--- src/rtl/key_event_encoder.sv ---
// key_event_encoder: turns two debounced key levels into press / release /
// long-press / auto-repeat events and queues them in a 4-entry FIFO.
//
// Build option: define KEY_REPEAT_EN to compile in auto-repeat events
// (code 3) while a key stays in HELD; without it HELD is silent.
//
// Ports:
//   sysClk      in   sole clock, rising edge
//   sysRst      in   asynchronous active-low reset
//   stableKey   in   [1:0] debounced key levels, 1 = pressed
//   evtValid    out  FIFO head holds an event
//   evtReady    in   consumer accepts the head event
//   evtKey      out  key index of the head event
//   evtCode     out  [1:0] 0 press, 1 release, 2 long, 3 repeat
//   evtOverflow out  sticky, an event was dropped (cleared by reset only)
module key_event_encoder #(
   parameter int unsigned CYCLES_PER_MS = 50000,
   parameter int unsigned LONG_PRESS_MS = 1000,
   parameter int unsigned REPEAT_MS     = 200
) (
   input  logic       sysClk,
   input  logic       sysRst,
   input  logic [1:0] stableKey,
   output logic       evtValid,
   input  logic       evtReady,
   output logic       evtKey,
   output logic [1:0] evtCode,
   output logic       evtOverflow
);

   localparam int unsigned NKEYS  = 2;
   localparam int unsigned DEPTH  = 4;
   localparam int unsigned PTR_W  = 2;
   localparam int unsigned CNT_W  = 3;
   localparam int unsigned HOLD_W = 32;
   localparam int unsigned ENT_W  = 3;

   localparam logic [1:0] ST_IDLE    = 2'd0;
   localparam logic [1:0] ST_PRESSED = 2'd1;
   localparam logic [1:0] ST_HELD    = 2'd2;

   localparam logic [1:0] CODE_PRESS   = 2'd0;
   localparam logic [1:0] CODE_RELEASE = 2'd1;
   localparam logic [1:0] CODE_LONG    = 2'd2;

   localparam logic [HOLD_W-1:0] LONG_LAST = HOLD_W'(LONG_PRESS_MS * CYCLES_PER_MS - 1);

`ifdef KEY_REPEAT_EN
   localparam logic [1:0]        CODE_REPEAT = 2'd3;
   localparam logic [HOLD_W-1:0] REP_LAST    = HOLD_W'(REPEAT_MS * CYCLES_PER_MS - 1);
`else
   // Repeat period has no meaning in this build.
   logic unused_repeat_c;
   assign unused_repeat_c = ^HOLD_W'(REPEAT_MS);
`endif

   localparam logic [CNT_W-1:0] FIFO_FULL = CNT_W'(DEPTH);

   logic [NKEYS-1:0][1:0]        state_q, state_d;
   logic [NKEYS-1:0][HOLD_W-1:0] hold_q, hold_d;
   logic [NKEYS-1:0]             prev_q;
   logic [NKEYS-1:0]             pend_vld_q, pend_vld_d;
   logic [NKEYS-1:0][1:0]        pend_code_q, pend_code_d;
   logic [DEPTH-1:0][ENT_W-1:0]  fifo_q, fifo_d;
   logic [PTR_W-1:0]             wr_ptr_q, wr_ptr_d;
   logic [PTR_W-1:0]             rd_ptr_q, rd_ptr_d;
   logic [CNT_W-1:0]             count_q, count_d;
   logic                         overflow_q, overflow_d;

   logic [NKEYS-1:0]             ev_vld_c;
   logic [NKEYS-1:0][1:0]        ev_code_c;
   logic                         full_c, empty_c, push_c, pop_c, push_key_c;
   logic [NKEYS-1:0]             drain_c;

   // Per-key state machine: release wins over any threshold on the same edge.
   always_comb begin
      state_d   = state_q;
      hold_d    = hold_q;
      ev_vld_c  = '0;
      ev_code_c = '0;
      for (int unsigned k = 0; k < NKEYS; k++) begin
         if (state_q[k] != ST_IDLE && !stableKey[k] && prev_q[k]) begin
            ev_vld_c[k]  = 1'b1;
            ev_code_c[k] = CODE_RELEASE;
            state_d[k]   = ST_IDLE;
            hold_d[k]    = '0;
         end else if (state_q[k] == ST_IDLE && stableKey[k] && !prev_q[k]) begin
            ev_vld_c[k]  = 1'b1;
            ev_code_c[k] = CODE_PRESS;
            state_d[k]   = ST_PRESSED;
            hold_d[k]    = '0;
         end else if (state_q[k] == ST_PRESSED) begin
            if (hold_q[k] == LONG_LAST) begin
               ev_vld_c[k]  = 1'b1;
               ev_code_c[k] = CODE_LONG;
               state_d[k]   = ST_HELD;
               hold_d[k]    = '0;
            end else begin
               hold_d[k] = hold_q[k] + HOLD_W'(1);
            end
         end
`ifdef KEY_REPEAT_EN
         else if (state_q[k] == ST_HELD) begin
            if (hold_q[k] == REP_LAST) begin
               ev_vld_c[k]  = 1'b1;
               ev_code_c[k] = CODE_REPEAT;
               hold_d[k]    = '0;
            end else begin
               hold_d[k] = hold_q[k] + HOLD_W'(1);
            end
         end
`endif
      end
   end

   // FIFO control; a slot drained on this edge may accept a new event.
   always_comb begin
      full_c     = (count_q == FIFO_FULL);
      empty_c    = (count_q == '0);
      pop_c      = !empty_c && evtReady;
      push_c     = !full_c && (|pend_vld_q);
      push_key_c = !pend_vld_q[0];
      drain_c    = '0;
      if (push_c) begin
         drain_c = pend_vld_q[0] ? 2'b01 : 2'b10;
      end

      pend_vld_d  = pend_vld_q & ~drain_c;
      pend_code_d = pend_code_q;
      overflow_d  = overflow_q;
      for (int unsigned k = 0; k < NKEYS; k++) begin
         if (ev_vld_c[k]) begin
            if (!pend_vld_q[k] || drain_c[k]) begin
               pend_vld_d[k]  = 1'b1;
               pend_code_d[k] = ev_code_c[k];
            end else begin
               overflow_d = 1'b1;
            end
         end
      end

      fifo_d = fifo_q;
      if (push_c) begin
         fifo_d[wr_ptr_q] = {push_key_c, pend_code_q[push_key_c]};
      end
      wr_ptr_d = wr_ptr_q + PTR_W'(push_c);
      rd_ptr_d = rd_ptr_q + PTR_W'(pop_c);
      count_d  = count_q + CNT_W'(push_c) - CNT_W'(pop_c);
   end

   always_ff @(posedge sysClk or negedge sysRst) begin
      if (!sysRst) begin
         state_q     <= '0;
         hold_q      <= '0;
         prev_q      <= '0;
         pend_vld_q  <= '0;
         pend_code_q <= '0;
         fifo_q      <= '0;
         wr_ptr_q    <= '0;
         rd_ptr_q    <= '0;
         count_q     <= '0;
         overflow_q  <= 1'b0;
      end else begin
         state_q     <= state_d;
         hold_q      <= hold_d;
         prev_q      <= stableKey;
         pend_vld_q  <= pend_vld_d;
         pend_code_q <= pend_code_d;
         fifo_q      <= fifo_d;
         wr_ptr_q    <= wr_ptr_d;
         rd_ptr_q    <= rd_ptr_d;
         count_q     <= count_d;
         overflow_q  <= overflow_d;
      end
   end

   // Head entry is presented straight from the FIFO storage.
   assign evtValid    = !empty_c;
   assign evtKey      = fifo_q[rd_ptr_q][2];
   assign evtCode     = fifo_q[rd_ptr_q][1:0];
   assign evtOverflow = overflow_q;

endmodule

--- config.mk ---
export PLATFORM = sky130hd
export DESIGN_NAME = key_event_encoder
export DESIGN_NICKNAME = d
export VERILOG_FILES = /design/src/rtl/key_event_encoder.sv
export SDC_FILE = /design/constraint.sdc
export NUM_CORES = 1
export LEC_CHECK = 0
export ABC_AREA = 1
export CAP_MARGIN = 20
export CORE_MARGIN = 2
export CORE_UTILIZATION = 55
export DETAILED_ROUTE_END_ITERATION = 10
export DONT_BUFFER_PORTS = 1
export HOLD_SLACK_MARGIN = 0.12
export PLACE_DENSITY = 0.73
export SLEW_MARGIN = 5
export SYNTH_ARGS = -nofsm -noshare
export SYNTH_HDL_FRONTEND = slang
export SYNTH_SLANG_ARGS = --single-unit
--- constraint.sdc ---
create_clock -name sysClk -period 1.8 [get_ports sysClk]
set_clock_uncertainty 0.05 [all_clocks]
set_input_delay 0.18 -clock sysClk [delete_from_list [all_inputs] [get_ports sysClk]]
set_output_delay 0.18 -clock sysClk [all_outputs]
set_load 0.02 [all_outputs]
======== After elaboration in Yosys (flattened, before gate mapping) ========
Index checks and enable logic that the tools add are counted.
Widths: inputs -> output; s select.
operators by class
  bitwise operators ....................... 2
  reductions and logical operators ........ 35
  add/sub/neg operators ................... 6
  order comparisons ....................... 4
  muxes and demuxes ....................... 49
  equal/unequal tests ..................... 5
operator list
  kind                   number
  $mux 32                8
  $add 32x1->32 const B  2
  $eq 32x26->1 const B   2
  $mux 2                 20
  $mux 1                 16
  $bwmux 12              1
  $reduce_bool 3->1      4
  $logic_and 1x1->1      11
  $logic_not 1->1        8
  $reduce_and 2->1       4
  $bmux 3 s2             1
  $demux 3 s2            1
  $lt 2x3->1 const B     2
  $mux 3                 2
  $add 2x1->2            2
  $eq 2x1->1 const B     2
  $logic_not 2->1        2
  $reduce_bool 2->1      2
  $add 3x1->3            1
  $eq 3x3->1 const B     1
  $logic_not 3->1        1
  $sub 3x1->3            1
  $and 2x2->2            1
  $ge 2x1->1 const B     1
  4 further kinds        5
word-level totals
  input bits .............................. 5
  logic and storage cells ................. 117
  register bits after elaboration ......... 96

======== Logic depth before layout (Yosys ltp) ========
Gate-level depths: netlist (run 1).
  depth after elaboration ................. 9
  depth in mapped cells ................... 11
  depth with buffers taken out ............ 11

======== Least setup slack after synthesis (run 1) ========
OpenSTA, ideal clock, no wires.
  path type ............................... reg-to-reg
  start ................................... register count_q[1]
  end ..................................... register count_q[2]
  required time ........................... 1.621 ns
  data arrival time ....................... 2.017 ns
  cell stages (with the launch flop) ...... 10
  setup slack ............................. -0.396 ns
  path buffers ............................ 0
  cells stage by stage .................... dfrtp_1 -> inv_1 -> nand3b_1 -> and2_1 -> ha_1 -> inv_1 -> ha_1 -> fa_1 -> xnor2_1 -> xor2_1
between the ends
  elaborated cells between the ends (all ways) .. 8
  those cells by class .................... 2 x add/sub; 1 x eq/ne; 5 x reduce/logical
RTL lines
  what                    RTL line  source
  from (decl)             67        logic [CNT_W-1:0] count_q, count_d;
  from (signal assigned)  172       count_q <= count_d;
  $logic_not 3->1         119       empty_c = (count_q == '0);
  $logic_not 1->1         n/a
  via evtValid            24        output logic evtValid,
  $logic_and 1x1->1       120       pop_c = !empty_c && evtReady;
  $sub 3x1->3             148       count_d = count_q + CNT_W'(push_c) - CNT_W'(pop_c);
  via count_d[2]          67
The timed path passes the listed nets, and every way through them passes these cells.
A chain may end at the register's enable or synchronous reset.

======== Worst setup path in the final report (run 1) ========
  start ................................... register count_q[2]
  end ..................................... register count_q[2]
between the ends
  longest elaborated chain between the ends .. 5
  elaborated cells between the ends (all ways) .. 8
  those cells by class .................... 2 x add/sub; 1 x eq/ne; 5 x reduce/logical
RTL lines
  what               RTL line  source
  $eq 3x3->1         118       full_c = (count_q == FIFO_FULL);
  $logic_not 1->1    121       push_c = !full_c && (|pend_vld_q);
  $logic_and 1x1->1  121
  $add 3x1->3        148
  $sub 3x1->3 (*)    148
  via count_d[2]     67
Mark *: on every way through the listed nets, which the timed path passes. The rest lies on a longest branch.

==> flow_summary.toml, run 1 <==
[synthesis]
ys_types = 35
yosysSeqAreaShare_pct = 42.4
ys_seq_elements = 96
synthCells = 783
syn-num-nets = 795
ys_warn_count = 0
syn_area_per_cell_um2 = 7.24
syn_area_mm2 = 0.00567

[run]
cap_violations = 0

[cts]
cts_root_buf = "clkbuf_8"
cts_sinks = 96
cts_tree = "done"
h-tree-depth = 3
cts_buffers = 9
postCtsHoldBufs = 3
max-clock-path-buffers = 2
clock_latency_ns = 0.38
clk_pin_slew_ns = 0.10

[critical_path]
cp-end-kind = "flop"
cp_slowest_cell = "dfrtp_1"
crit_fanout = 3
crit_chain = "nand3b_1 -> and2_4 -> ha_4 -> inv_2 -> ha_4 -> fa_2 -> xnor2_2 -> xor2_1"
r2r-end = "count_q[2]"
r2r_setup_slack_ns = -0.16
crit_type = "reg2reg"
cp_num_buf_inv = 1
reg2reg_depth = 8
critical_path_arrival_ns = 2.17
critPathRequiredTime_ns = 2.01
crit_path_max_incr_delay_ns = 0.40
r2r-start = "count_q[2]"
cp_top_family = "adder cells"
cp_common_cell = "ha_4"
cp-start-kind = "flop"

[run_status]
status = "complete, but fails checks"
violations = "hold timing, setup timing"

[finish]
fillCellCount = 871
post-route-util_pct = 65.5
mostFrequentLayoutCells = "nand2_1 (194), nor2_1 (127), inv_1 (109), dfrtp_1 (94), nand3_1 (45)"
layout-drive-gt1-share_pct = 17.9
stdcell_area_mm2 = 0.00667
nNetsFinal = 843
area_growth_syn_to_layout_pct = 17.6
final_common_cell = "nand2_1"
diodes = 0
instances_no_fill = 972

[placed_design]
dpl_cell_area_mm2 = 0.00604
hpwl_um = 8670
io_buffers = 0
place_ws_ns = -0.169
dp_cells = 939
place_congestion = 0.915

[die]
die_y_um = 106
ios = 10
fp.dieArea_mm2 = 0.0111
core-area_mm2 = 0.0102
start_util_pct = 55.7
rows = 37
die_width_um = 106

[sta]
period_minus_slack_ns = 1.96
tightest_slew_ns = 0.383
hold-worst-slack_ns = -0.562
hold_violations = 96
fin_ws_ns = -0.159
rsz0062_at_grt = "true"
drv_slew = 0
setup_viol_count_final = 22
slew_headroom_pct = 74.2
final.period_utilization_pct = 109
timing.fmax_ghz = 0.510

[drt]
drt-initial-drc-count = 322
antenna_left = 0
vias = 5118
vias_per_cell = 5.27
routed_wl_um = 13200
drt-wirelength-per-cell_um = 13.6
post-route-drc-count = 0
first_pass_iters = 5

[global_route]
antenna_found_initial = 0
grt_pass1_wl_um = 20800
first_global_vias = 4768
grt_usage_pct = 22.8
grt_overflow = 0
grt_start_max_net_pins = 97

[power]
p_sw_uw = 2640
p_per_area_mw_per_mm2 = 1030
peakVddDrop_uv = 760
clkPwrFrac_pct = 19.3
power_frac_comb_pct = 41.3
internal_power_uw = 4230
seqPwrFrac_pct = 39.4
switching_share_pct = 38.4
p_leak_uw = 0.00317

[worst_hold_path]
hp-class = "in2async"
[final cells by class]
type	instances	area, µm²	area share (%)
Multi-Input combinational cell	559	2980	44.7
Sequential cell	96	2400	36.1
Timing Repair Buffer	49	497	7.45
Inverter	116	435	6.53
Tap cell	136	170	2.55
Clock buffer	10	138	2.06
Clock inverter	6	42.5	0.638
[registers in the layout (all words and copies together), names as in the netlist]
name	count
pend_vld_q	2
wr_ptr_q	2
evtOverflow	1
state_q	4
rd_ptr_q	2
pend_code_q	4
prev_q	2
fifo_q	12
hold_q	64
count_q	3
[what timing repair did]
| action | in CTS | in global routing |
|---|---|---|
| setup buffers | 1 | 7 |
| endpoints found under the hold margin | 104 | 96 |
| endpoints found under the setup margin | 7 | 72 |
| gates cloned | 0 | 6 |
| pin swaps | 1 | 12 |
| gates resized for setup | 4 | 60 |
[power groups by stage]
| stage | clock [µW] | sequential, µW | combinational (µW) |
|---|---|---|---|
| 2_1_floorplan | 0 | 2660 | 1550 |
| 4_1_cts | 1360 | 2660 | 2360 |
| 3_5_place_dp | 0 | 2700 | 2260 |
| 6_report | 1320 | 2700 | 2840 |
| 5_1_grt | 1440 | 2740 | 3120 |
| 3_3_place_gp | 0 | 2680 | 2160 |
[kinds of logic (layout without fill, tap and decap cells)]
family | Yosys count | count (layout) | share of synthesized area (%)
simple gates | 474 | 474 | 37.1
buf+inv | 128 | 181 | 9.49
flops | 96 | 96 | 42.4
compound gates | 54 | 54 | 5.63
xor+xnor | 24 | 24 | 3.71
fa+ha+maj | 7 | 7 | 1.68
[cell usage after synthesis (all sizes together)]
cell type,n,area [µm²]
nor4,1,6.26
nand4,26,163
nand3b,2,15.0
xor2,17,149
o21bai,3,22.5
ha,6,75.1
nor3,22,146
buf,12,103
nor2,157,647
a21oi,19,98.9
o22ai,2,12.5
o21ai,25,148
xnor2,7,61.3
o21a,4,30.0
nand3,53,290
and3,1,6.26
nand2,211,825
fa,1,20.0
a21o,1,7.51
inv,116,435
dfrtp,96,2400
and2,1,6.26
[worst max-delay path by stage]
stage,from,to,cells after the start
floorplan,count_q[1],count_q[2],9
global placement,count_q[2],count_q[2],8
detailed placement,count_q[2],count_q[2],8
CTS,count_q[2],count_q[2],8
global route,count_q[1],count_q[2],9
finish,count_q[2],count_q[2],8
[per-stage QoR]
stage	total power, µW	TNS [ns]	hold slack [ns]
2_1_floorplan	4220	-0.475	-0.166
3_5_place_dp	4960	-0.198	-0.164
5_1_grt	7290	-2.38	-0.579
4_1_cts	6380	-0.182	-0.566
6_report	6870	-0.572	-0.562
3_3_place_gp	4850	-0.115	-0.163
[per-layer routing]
metal  global-route usage (%)  share of wire [%]
met1                     29.5                 44
met2                     39.4                 49
met3                     2.60                4.4
met4                     8.83                2.6
met5                        0                  0
[worst register-to-register path, stage by stage (launching register included)]
cell and delay [ns]:
dfrtp_1 0.40, nand3b_1 0.18, and2_4 0.16, ha_4 0.26, inv_2 0.03, ha_4 0.14, fa_2 0.34, xnor2_2 0.14
xor2_1 0.14
Power figures use the tool's default switching activity.
==> run 2, diff against run 1 <==
CORE_MARGIN = unset   (was 2)
CORE_UTILIZATION = 30   (was 55)
PLACE_DENSITY = unset   (was 0.73)
==> run 2 against run 1 <==
Net effect: the run still ends with hold timing, setup timing left; non-clock buffer count up 9; register-to-register slack got worse by 0.03 ns; fmax down 1.5%; via count shrank 4.3%; count of clock-buffer cells in the layout increased by 1; sequential cell count unchanged; critical path type unchanged.
==> flow_summary.toml, run 2 (synthesized netlist as in run 1, its figures left out) <==
[sta]
fin_ws_ns = -0.189
rsz0062_at_grt = "true"
drv_slew = 0
tightest_slew_ns = 0.450
hold-worst-slack_ns = -0.528
setup_viol_count_final = 1
period_minus_slack_ns = 1.99
slew_headroom_pct = 70.1
final.period_utilization_pct = 110
hold_violations = 96
timing.fmax_ghz = 0.503

[worst_hold_path]
hp-class = "in2async"

[power]
peakVddDrop_uv = 455
p_leak_uw = 0.00322
fin_total_pwr_uw = 7220
p_per_area_mw_per_mm2 = 1060

[cts]
h-tree-depth = 3
postCtsHoldBufs = 2
max-clock-path-buffers = 2
clock_latency_ns = 0.35
clk_pin_slew_ns = 0.07
cts_root_buf = "clkbuf_16"
cts_sinks = 96
cts_tree = "done"
cts_buffers = 9

[die]
die_y_um = 139
ios = 10
fp.dieArea_mm2 = 0.0195
start_util_pct = 31.0
core-area_mm2 = 0.0183
rows = 49
die_width_um = 139

[run]
cap_violations = 0

[finish]
layout-drive-gt1-share_pct = 16.9
final_common_cell = "nand2_1"
multi_input_area_mm2 = 0.00288
largest_reg_flops = 64
final-seq-area_mm2 = 0.00240
nNetsFinal = 852
top_regs = "hold_q x64, fifo_q x12"
mostFrequentLayoutCells = "nand2_1 (196), nor2_1 (132), inv_1 (111), dfrtp_1 (96), buf_4 (47)"
fillCellCount = 1913
largest_register = "hold_q"
area_growth_syn_to_layout_pct = 20.5
diodes = 0

[global_route]
grt_start_max_net_pins = 97
antenna_found_initial = 0
grt_overflow = 0
grt_usage_pct = 13.5
first_global_vias = 4594
grt_pass1_wl_um = 21300

[placed_design]
hpwl_um = 9020
place_ws_ns = -0.204
io_buffers = 0
place_congestion = 0.856

[critical_path]
crit_type = "reg2reg"
critical_path_arrival_ns = 2.17
reg2reg_depth = 8
crit_path_start = "count_q[2]"
crit_fanout = 3
r2r_setup_slack_ns = -0.19
critPathRequiredTime_ns = 1.99
r2r-start = "count_q[2]"
r2r-end = "count_q[2]"
cp-start-kind = "flop"
cp-end-kind = "flop"

[drt]
vias_per_cell = 4.56
drt-wirelength-per-cell_um = 11.8
antenna_left = 0
dr_wl_met2_um = 5800
routed.top_layer = "met4"
vias = 4900
dr_wl_met3_um = 451
post-route-drc-count = 0
routed_wl_um = 12600
drt-initial-drc-count = 245
first_pass_iters = 5
drt-met1-wl_um = 6290

[run_status]
status = "complete, but fails checks"
violations = "hold timing, setup timing"
[run 2: stage by stage]
step	instances	area [µm²]	setup TNS, ns	utilization, %	hold WS [ns]
2_1_floorplan	783	5700	-0.475	-	-0.166
3_3_place_gp	1043	6240	-0.140	34.2	-0.162
3_5_place_dp	1043	6240	-0.211	34.2	-0.163
4_1_cts	1067	6630	-0.226	36.3	-0.546
5_1_grt	1074	6830	-0.328	37.4	-0.560
6_report	1074	6830	-0.189	37.4	-0.528
[run 2: layer usage]
metal	up-vias	global-route usage, %
met1	2274	17.9
li1	2552	-
met5	-	0
met3	12	3.51
met4	0	3.10
met2	62	22.0
[run 2: area by class of cell]
type | instances | area share, %
inverter | 116 | 6.37
timing repair buffer | 58 | 7.73
clock buffer | 11 | 3.70
sequential | 96 | 35.2
multi-input combinational | 559 | 42.2
tap | 229 | 4.19
clock inverter | 5 | 0.659
[run 2: worst max-delay path by stage]
stage,to,depth (start not counted)
6_report,count_q[2],8
2_1_floorplan,count_q[2],9
4_1_cts,count_q[2],8
5_1_grt,count_q[2],8
3_5_place_dp,count_q[2],8
3_3_place_gp,count_q[2],8
[run 2: repair_timing]
action	in CTS	in global routing
pin swaps	2	7
cloned	0	3
setup endpoints to repair	2	69
gates resized for setup	6	30
buffers inserted	6	7
hold endpoints to repair	101	96
[run 2: power by group]
part / switching [µW] / internal, µW / total [µW]
clock: 872 / 1040 / 1910
sequential: 203 / 2450 / 2660
combinational: 1510 / 1150 / 2660
[run 2: worst max-delay path, stage by stage (launching register included)]
cell	delay (ns)
dfrtp_1	0.40
nand3b_1	0.18
and2_4	0.16
ha_4	0.25
inv_2	0.03
ha_4	0.14
fa_2	0.35
xnor2_2	0.14
xor2_1	0.16
==> run 3, diff against run 2 <==
SKIP_CTS_REPAIR_TIMING = 1   (was unset)
==> run 3 against run 2 <==
Net effect: the flow still finishes with violations (hold timing, setup timing); sequential share of layout area rose by 0.17 points; sequential power about the same; first-iteration DRC count grew 2.9%; utilization is 0.18 points lower; global-route usage is 0.15 points lower; total power fell by 0.92%; design area down 0.49%; count of clock-buffer cells in the layout stayed put; sequential cell count is the same; non-clock buffer count down 3; fmax is 1.5% higher; register-to-register slack improved by 0.03 ns; critical endpoint unchanged.
==> flow_summary.toml, run 3 (synthesized netlist as in run 1, its figures left out) <==
[sta]
rsz0062_at_grt = "true"
slew_headroom_pct = 70.1
tightest_slew_ns = 0.450
fin_ws_ns = -0.160
setup_viol_count_final = 1
period_minus_slack_ns = 1.96
hold-worst-slack_ns = -0.528
timing.fmax_ghz = 0.510
final.setup.tns_ns = -0.160
final.period_utilization_pct = 109
drv_slew = 0
hold_violations = 96

[critical_path]
critical_path_arrival_ns = 2.14
crit_path_max_incr_delay_ns = 0.39
crit_type = "reg2reg"
cp-end-kind = "flop"
cp_slowest_cell = "dfrtp_1"
cp-start-kind = "flop"
cp_common_cell = "ha_4"
crit_fanout = 3
critPathRequiredTime_ns = 1.99
crit_chain = "nand3b_1 -> and2_4 -> ha_4 -> inv_2 -> ha_4 -> fa_2 -> xnor2_2 -> xor2_1"

[drt]
post-route-drc-count = 0
antenna_left = 0
routed_wl_um = 12600
vias_per_cell = 4.55
vias = 4875
drt-wirelength-per-cell_um = 11.7
first_pass_iters = 5
drt-initial-drc-count = 252

[placed_design]
place_ws_ns = -0.204
place_congestion = 0.856
io_buffers = 0
hpwl_um = 9020
dpl_cell_area_mm2 = 0.00624
dp_cells = 1043

[power]
p_leak_uw = 0.00320
peakVddDrop_uv = 455
p_per_area_mw_per_mm2 = 1050

[die]
die_y_um = 139
start_util_pct = 31.0
ios = 10
rows = 49
core-area_mm2 = 0.0183
fp.dieArea_mm2 = 0.0195
die_width_um = 139

[finish]
final_common_cell = "nand2_1"
diodes = 0
largest_register = "hold_q"
mostFrequentLayoutCells = "nand2_1 (196), nor2_1 (132), inv_1 (111), dfrtp_1 (96), buf_4 (47)"
stdcell_area_mm2 = 0.00680
nNetsFinal = 849
area_growth_syn_to_layout_pct = 20.0
largest_reg_flops = 64
instances_no_fill = 1071
layout-drive-gt1-share_pct = 16.6
top_regs = "hold_q x64, fifo_q x12"

[global_route]
antenna_found_initial = 0
grt_overflow = 0
grt_pass1_wl_um = 21100
grt_start_max_net_pins = 97
first_global_vias = 4546
grt_usage_pct = 13.4

[cts]
cts_root_buf = "clkbuf_16"
cts_tree = "done"
max-clock-path-buffers = 2
h-tree-depth = 3
cts_sinks = 96
clock_latency_ns = 0.35
cts_buffers = 9
clk_pin_slew_ns = 0.07

[run_status]
violations = "hold timing, setup timing"
status = "complete, but fails checks"

[run]
cap_violations = 0

[worst_hold_path]
hp-class = "in2async"
## run 3: cell types whose count changed in the layout (fill, tap and decap cells not counted), sizes merged
cell	previous run	this run
buf	54	51
## run 3: final timing paths
| check | start | end | slack, ns | cells after the start |
|---|---|---|---|---|
| max | count_q[2] | count_q[2] | -0.16 | 8 |
| min | sysRst | hold_q[18] | -0.53 | 0 |
| max reg2reg | count_q[2] | count_q[2] | -0.16 | 8 |
| min reg2reg | pend_code_q[3] | pend_code_q[3] | 0.44 | 2 |
| max in group asynchronous | sysRst | hold_q[38] | 2.07 | 0 |
| min in group sysClk | stableKey[1] | pend_code_q[2] | 0.17 | 5 |
## run 3: power by group
part	total (µW)	leakage (µW)	switching (µW)	internal, µW
combinational	2590	0.00177	1490	1100
clock	1910	0.000145	871	1040
sequential	2650	0.00128	201	2450
## run 3: stage by stage
step | utilization [%] | total power [µW]
final | 37.2 | 7160
after global routing | 37.2 | 7660
after CTS | 35.8 | 6990
after detailed placement | 34.2 | 5030
after global placement | 34.2 | 4990
after floorplan | - | 4220
## run 3: layer usage
metal | GRT usage (%) | share of wire, % | vias up
met5 | 0 | 0 | -
met4 | 3.10 | 0.88 | 0
met3 | 3.51 | 3.3 | 12
met2 | 21.6 | 45 | 66
met1 | 17.8 | 50 | 2250
li1 | - | - | 2547
## run 3: layout make-up
class | instances | area, µm²
Timing Repair Buffer | 55 | 494
Multi-Input combinational cell | 559 | 2880
Fill cell | 1917 | 11500
Inverter | 116 | 435
Tap cell | 229 | 287
Sequential cell | 96 | 2400
Clock inverter | 5 | 45.0
Clock buffer | 11 | 253
## run 3: critical path, delay by kind of cell, from the launching register on
family                     cells  cell delay (ns)
buffers and inverters          1             0.03
xor gates and xnor gates       2             0.28
and+or+nand+nor                2             0.34
adders and majority gates      3             0.74
DFF                            1             0.39
